## src/rtl/serial_adder_if.sv

```systemverilog
// Handshake and operand/result bundle for serial_adder.
//   master: drives start, a_in, b_in, cin; observes busy, done, sum_out, cout
//   slave : the adder side of the same signals
interface serial_adder_if #(
    parameter int unsigned WIDTH = 8
);
    logic             start;
    logic [WIDTH-1:0] a_in;
    logic [WIDTH-1:0] b_in;
    logic             cin;
    logic             busy;
    logic             done;
    logic [WIDTH-1:0] sum_out;
    logic             cout;

    modport master (
        output start, a_in, b_in, cin,
        input  busy, done, sum_out, cout
    );

    modport slave (
        input  start, a_in, b_in, cin,
        output busy, done, sum_out, cout
    );
endinterface

```

## src/rtl/serial_adder.sv

```systemverilog
// Bit-serial WIDTH-bit adder using a single full_adder cell, LSB first.
//   clk    : rising-edge clock
//   rst_n  : asynchronous active-low reset
//   bus    : serial_adder_if.slave
//            start/a_in/b_in/cin sampled in IDLE; busy high in RUN/DONE;
//            done pulses one cycle with sum_out/cout, which hold until the next result
module serial_adder #(
    parameter int unsigned WIDTH = 8
) (
    input  logic          clk,
    input  logic          rst_n,
    serial_adder_if.slave bus
);
    localparam int unsigned CNT_W = $clog2(WIDTH + 1);

    typedef enum logic [1:0] {
        IDLE = 2'd0,
        RUN  = 2'd1,
        DONE = 2'd2
    } state_t;

    state_t           state_q;
    logic [WIDTH-1:0] a_sr_q;
    logic [WIDTH-1:0] b_sr_q;
    logic [WIDTH-1:0] s_sr_q;
    logic [WIDTH-1:0] s_sr_d;
    logic [WIDTH-1:0] sum_q;
    logic [CNT_W-1:0] count_q;
    logic             carry_q;
    logic             cout_q;
    logic             done_q;
    logic             busy_q;
    logic             fa_sum;
    logic             fa_cout;
    logic             last_bit;

    full_adder u_fa (
        .a    (a_sr_q[0]),
        .b    (b_sr_q[0]),
        .cin  (carry_q),
        .sum  (fa_sum),
        .cout (fa_cout)
    );

    // Sum bits enter at the MSB so the LSB lands at bit 0 after WIDTH shifts.
    generate
        if (WIDTH == 1) begin : g_w1
            assign s_sr_d = fa_sum;
        end else begin : g_wn
            assign s_sr_d = {fa_sum, s_sr_q[WIDTH-1:1]};
        end
    endgenerate

    assign last_bit = (count_q == CNT_W'(WIDTH - 1));

    // Control FSM and datapath registers.
    always_ff @(posedge clk or negedge rst_n) begin
        if (!rst_n) begin
            state_q <= IDLE;
            a_sr_q  <= '0;
            b_sr_q  <= '0;
            s_sr_q  <= '0;
            sum_q   <= '0;
            count_q <= '0;
            carry_q <= 1'b0;
            cout_q  <= 1'b0;
            done_q  <= 1'b0;
            busy_q  <= 1'b0;
        end else begin
            case (state_q)
                IDLE: begin
                    done_q <= 1'b0;
                    if (bus.start) begin
                        a_sr_q  <= bus.a_in;
                        b_sr_q  <= bus.b_in;
                        carry_q <= bus.cin;
                        count_q <= '0;
                        busy_q  <= 1'b1;
                        state_q <= RUN;
                    end
                end
                RUN: begin
                    s_sr_q  <= s_sr_d;
                    a_sr_q  <= a_sr_q >> 1;
                    b_sr_q  <= b_sr_q >> 1;
                    carry_q <= fa_cout;
                    count_q <= count_q + CNT_W'(1);
                    if (last_bit) begin
                        sum_q   <= s_sr_d;
                        cout_q  <= fa_cout;
                        done_q  <= 1'b1;
                        state_q <= DONE;
                    end
                end
                DONE: begin
                    done_q  <= 1'b0;
                    busy_q  <= 1'b0;
                    state_q <= IDLE;
                end
                default: begin
                    done_q  <= 1'b0;
                    busy_q  <= 1'b0;
                    state_q <= IDLE;
                end
            endcase
        end
    end

    assign bus.busy    = busy_q;
    assign bus.done    = done_q;
    assign bus.sum_out = sum_q;
    assign bus.cout    = cout_q;
endmodule

// Single-bit full adder cell.
//   a, b, cin : addend bits and carry in
//   sum, cout : combinational sum and carry out
module full_adder (
    input  logic a,
    input  logic b,
    input  logic cin,
    output logic sum,
    output logic cout
);
    assign sum  = a ^ b ^ cin;
    assign cout = (a & b) | (cin & (a ^ b));
endmodule
```

## src/flat_wrapper.sv

```systemverilog
// flat-port wrapper written by rule: the top's interface ports become plain ports
module serial_adder_flat 
#(
    parameter int unsigned WIDTH = 8
)
  (clk, rst_n, bus_start, bus_a_in, bus_b_in, bus_cin, bus_busy, bus_done, bus_sum_out, bus_cout);
  serial_adder_if #(.WIDTH(WIDTH)) bus_i ();
  input  logic clk;
  input  logic rst_n;
  input wire logic [$bits(bus_i.start)-1:0] bus_start;
  input wire logic [$bits(bus_i.a_in)-1:0] bus_a_in;
  input wire logic [$bits(bus_i.b_in)-1:0] bus_b_in;
  input wire logic [$bits(bus_i.cin)-1:0] bus_cin;
  output wire logic [$bits(bus_i.busy)-1:0] bus_busy;
  output wire logic [$bits(bus_i.done)-1:0] bus_done;
  output wire logic [$bits(bus_i.sum_out)-1:0] bus_sum_out;
  output wire logic [$bits(bus_i.cout)-1:0] bus_cout;
  assign bus_i.start = bus_start;
  assign bus_i.a_in = bus_a_in;
  assign bus_i.b_in = bus_b_in;
  assign bus_i.cin = bus_cin;
  assign bus_busy = bus_i.busy;
  assign bus_done = bus_i.done;
  assign bus_sum_out = bus_i.sum_out;
  assign bus_cout = bus_i.cout;
  serial_adder #(.WIDTH(WIDTH)) u_core (.clk(clk), .rst_n(rst_n), .bus(bus_i));
endmodule
```

## config.mk

```make
export PLATFORM = sky130hd
export DESIGN_NAME = serial_adder_flat
export DESIGN_NICKNAME = d
export VERILOG_FILES = /design/src/rtl/serial_adder_if.sv /design/src/rtl/serial_adder.sv /design/src/flat_wrapper.sv
export SDC_FILE = /design/constraint.sdc
export NUM_CORES = 1
export LEC_CHECK = 0
export BUFFER_PORTS_ARGS = -buffer_cell sky130_fd_sc_hd__buf_2
export CAP_MARGIN = 30
export CORE_ASPECT_RATIO = 0.6
export CORE_MARGIN = 2
export CORE_UTILIZATION = 58
export CTS_CLUSTER_SIZE = 16
export DETAILED_ROUTE_END_ITERATION = 10
export GPL_TIMING_DRIVEN = 0
export PLACE_DENSITY = 0.81
export SYNTH_ARGS = -nofsm -noshare
export SYNTH_HDL_FRONTEND = slang
export SYNTH_HIERARCHICAL = 1
export SYNTH_SLANG_ARGS = --single-unit
```

## constraint.sdc

```tcl
create_clock -name clk -period 3.5 [get_ports clk]
set_input_delay 0.7 -clock clk [delete_from_list [all_inputs] [get_ports clk]]
set_output_delay 0.7 -clock clk [all_outputs]
set_load 0.05 [all_outputs]
```

# After elaboration in Yosys (flattened, before gate mapping)
# Index checks and enable logic that the tools add are counted.
# word_totals
output_inout_bits	11
regBits	42
elab_cells	42
# classes
n_mux	15
eq_ne	4
reduce_logical	6
addsub	1
bitwise_logic	6
# op_table
cell	count
$pmux 8 s2	2
$mux 8	2
$pmux 4 s2	1
$reduce_and 2->1	4
$add 4x1->4 const B	1
$eq 4x3->1 const B	1
$mux 1	4
$mux 2	2
$mux 4	1
$pmux 1 s2	2
$pmux 2 s2	1
$and 1x1->1	2
$eq 2x1->1 const B	1
$logic_not 2->1	1
$ne 2x1->1 const B	1
$ne 2x2->1 const B	1
$reduce_bool 2->1	1
$xor 1x1->1	2
$not 1->1	1
$or 1x1->1	1

# Longest topological paths before layout
# logic_depth
depth_word	4
depth_mapped	5
ltp_nobuf	4

# By module
# The synthesis kept the hierarchy.
# modules_own_cells
module	n_inst	area_each_um2	seq_area_each_um2	cells_each
serial_adder	1	1732.9	1026.0	154
full_adder	1	20.0	0.0	1

# Worst setup path after synthesis
# OpenSTA, ideal clock, no wires.
# synth_path
path_kind	register to register
from	register u_core.count_q[0]
to	register u_core.cout_q (netlist: u_core/bus.cout)
setup_ns	0.125
path_slack_ns	2.014
period_less_slack_ns	1.486
arrival_time_ns	1.361
stages_incl_launch_ff	6
path_cell_list	dfrtp_1 > ha_1 > and3b_1 > and2_4 > buf_8 > mux2_4
# synth_between
elab_chain_cells	2
# synth_rtl
element	line_no	source
start, declared	serial_adder.sv:28	logic [CNT_W-1:0] count_q;
start signal, assigned	serial_adder.sv:87	count_q <= count_q + CNT_W'(1);
$eq 4x3->1	serial_adder.sv:54	assign last_bit = (count_q == CNT_W'(WIDTH - 1));
$reduce_and 2->1 (no line)	-	
end signal, assigned	serial_adder.sv:90	cout_q <= fa_cout;
end, declared	serial_adder.sv:30	logic cout_q;
# Every way passes these cells.
# A chain may end at the register's enable or synchronous reset.

# Worst setup path after layout
# layout_path
from	register u_core.sum_q[1] (netlist: u_core/bus.sum_out[1])
to	output bus_sum_out[1]
# layout_lines
element	line_no	source
start, declared	serial_adder.sv:27	logic [WIDTH-1:0] sum_q;
start signal, assigned	serial_adder.sv:89	sum_q <= s_sr_d;
end, declared	flat_wrapper.sv:16	output wire logic [$bits(bus_i.sum_out)-1:0] bus_sum_out;
# No word-level cell between the ends.

==> flow_metrics.env <==
export IMPL_crit_path_end_kind="primary output"
export IMPL_yosysMostFrequentCell="dfrtp_1"
export IMPL_max_slew_margin_pct=41.6
export IMPL_critPathTopFamily="flip-flops"
export IMPL_pwr_density_cell_mw_per_mm2=1010
export IMPL_hp_class="reg2reg"
export IMPL_drive_above_1_share_pct=30.1
export IMPL_clockBufferDepth=2
export IMPL_synth_area_leaders="dfrtp_1 59%, nand2_1 8.1%, mux2_4 7.7%, a22oi_1 6.0%, o21ai_0 4.3%"
export IMPL_dieHeight_um=46.6
export IMPL_grt_pass1_wl_um=6010
export IMPL_areaGrowthSynthToFinish_pct=18.2
export IMPL_max_freq_mhz=619
export IMPL_tns_ns=0
export IMPL_pwr_share_seq_pct=38.7
export IMPL_skew_ns=0.00908
export IMPL_synth_ff_type="dfrtp_1"
export IMPL_syn_inst=155
export IMPL_wl_per_cell_um=15.0
export IMPL_hold_viol_final=0
export IMPL_cts_tree="done"
export IMPL_synth_edf_count=0
export IMPL_hold_slack_ns=0.485
export IMPL_path_cells="buf_2"
export IMPL_ys_warn_count=6
export IMPL_async_flop_share_pct=100
export IMPL_drt_total_wl_um=3520
export IMPL_clkPwrFrac_pct=18.2
export IMPL_max_stage_delay_ns=0.37
export IMPL_sw_frac_of_total_pct=40.2
export IMPL_clk_latency_ns=0.28
export IMPL_die_x_um=75.0
export IMPL_cts_root_buffer="clkbuf_8"
export IMPL_antenna_found_initial=0
export IMPL_worst_slew_pin_slew_ns=0.876
export IMPL_placed_cells=227
export IMPL_crit_arrival_ns=0.92
export IMPL_status="complete, no violations"
export IMPL_syn_nets=177
export IMPL_port_buffer_count=30
export IMPL_cp_num_buf_inv=1
export IMPL_peakVddDrop_mv=0.502
export IMPL_finalCritPeriodShare_pct=46.2
export IMPL_synth_cell_types=24
export IMPL_p_switching_mw=0.842
export IMPL_antenna_cells=0
export IMPL_start_kind="flop"
export IMPL_intPower_mw=1.25
export IMPL_path_clk_slew_ns=0.07
export IMPL_grt_pass1_vias=1290
export IMPL_rsz0062_at_grt="no"
export IMPL_vias_per_cell=5.45
export IMPL_fp_coreArea_mm2=0.00287
export IMPL_postRouteAntennaNets=0
export IMPL_fp_row_count=15
export IMPL_gr_total_overflow=0
export IMPL_nFillCells=218
export IMPL_ios=31
export IMPL_cts_num_sinks=41
export IMPL_die_area_mm2=0.00349
export IMPL_power_leakage_nw=1.03
export IMPL_drtIter0Drc=103
export IMPL_post_route_drc_count=0
export IMPL_final_seq_area_mm2=0.00103
export IMPL_drv_cap=0
export IMPL_grt_use_total_pct=23.8
export IMPL_synth_seq_cells=41
export IMPL_synth_commonest_cells="41 x dfrtp_1, 38 x nand2_1, 15 x o21ai_0, 14 x a22oi_1, 9 x mux2_4"
export IMPL_initial_core_util_pct=61.0
export IMPL_hold_buffers=0
export IMPL_synth_top_area_cell="dfrtp_1"
export IMPL_wl_met1_um=1600
export IMPL_drv_slew=0
export IMPL_met3_length_um=173
export IMPL_mappedNetlistArea_mm2=0.00175
export IMPL_top_layer="met4"
export IMPL_worst_setup_path_type="reg2out"
export IMPL_syn_area_per_cell_um2=11.3
export IMPL_h_tree_depth=2
export IMPL_cts_post_setup_buffers_inserted=0
export IMPL_multi_input_area_um2=658
export IMPL_detailed_place_hpwl_um=2480
export IMPL_first_pass_iters=5
export IMPL_ctsResizeCount=0
export IMPL_fin_cells=235
export IMPL_slowest_stage="dfrtp_1"
export IMPL_final_net_count=214
export IMPL_worstPathRequired_ns=2.80
export IMPL_combPwrFrac_pct=43.1
export IMPL_globalplace_congestion=0.795
export IMPL_finalCriticalPeriod_ns=1.62
export IMPL_cts_buffers=5
export IMPL_wl_met2_um=1700
export IMPL_timing_critical_path_fanout_max=2
export IMPL_yosysSeqAreaShare_pct=58.5
export IMPL_vias=1280
export IMPL_grt_max_degree=42
export IMPL_yosysTopAreaCellShare_pct=58.5
export IMPL_setup_viol=0
## cells in the final DEF, fill, tap and decap left out, types with 3 or more instances in the layout
cell	instances
a22oi_1	14
nand3_1	3
dfrtp_1	41
clkbuf_8	6
mux2_4	9
o21ai_0	15
nor2_1	5
clkbuf_1	3
buf_2	37
a22o_1	4
nand2_1	38
## state kept, by name (all words and copies together), names as in the netlist
register            count
u_core/carry_q          1
u_core/bus.busy         1
u_core/s_sr_q           7
u_core/count_q          4
u_core/a_sr_q           8
u_core/bus.done         1
u_core/b_sr_q           8
u_core/bus.sum_out      8
u_core/state_q          2
u_core/bus.cout         1
## metal layers
metal  track usage, %  vias to the layer above
met3             6.35                        4
met4             7.86                        0
met2             37.9                       36
met1             32.1                      636
li1                 -                      604
met5                0                        -
## worst reg2reg max path: stages, from the launching register on
cell     delay, ns
dfrtp_1       0.41
ha_1          0.23
and3b_1       0.22
and2_4        0.17
buf_8         0.15
mux2_4        0.30
## power by group through the flow
stage	clock, mW	combinational, mW	sequential, mW
after floorplan	0	0.495	0.991
after global placement	0	0.865	0.799
after detailed placement	0	0.903	0.818
after CTS	0.391	0.908	0.811
after global routing	0.406	0.989	0.839
final	0.382	0.902	0.811
## cell families after synthesis
family	after synthesis	synth area share, %
simple gates	54	13.8
flops	41	58.5
compound gates	37	13.6
buf+inv	11	3.93
mux	10	8.35
fa+ha+maj	2	1.86
## final timing paths
kind	from	endpoint	slack, ns	depth (start not counted)
worst min-delay path	u_core/s_sr_q[1]	u_core/s_sr_q[1]	0.48	2
worst min register to register	u_core/s_sr_q[1]	u_core/s_sr_q[1]	0.48	2
min in group asynchronous	rst_n	u_core/count_q[1]	0.53	1
max in group asynchronous	rst_n	u_core/state_q[0]	2.41	1
worst max register to register	u_core/count_q[0]	u_core/bus.sum_out[2]	1.90	5
worst max-delay path	u_core/bus.sum_out[1]	bus_sum_out[1]	1.88	1
## metrics by stage
stage	setup slack, ns	utilization (%)	instance area, µm²	power (mW)
CTS	1.87	72.2	2070	2.11
global route	1.85	72.2	2070	2.23
detailed placement	1.83	68.1	1960	1.72
floorplan	2.01	-	1750	1.49
global placement	1.84	68.1	1960	1.66
finish	1.88	72.2	2070	2.09
## area by class of cell
type | instances | area share [%]
clock buffer | 7 | 4.17
timing repair buffer | 30 | 7.25
buffer | 11 | 3.32
sequential | 41 | 49.5
clock inverter | 1 | 1.45
tap | 42 | 2.54
multi-input combinational | 103 | 31.8
No activity file was read; power rests on OpenSTA's default activity.
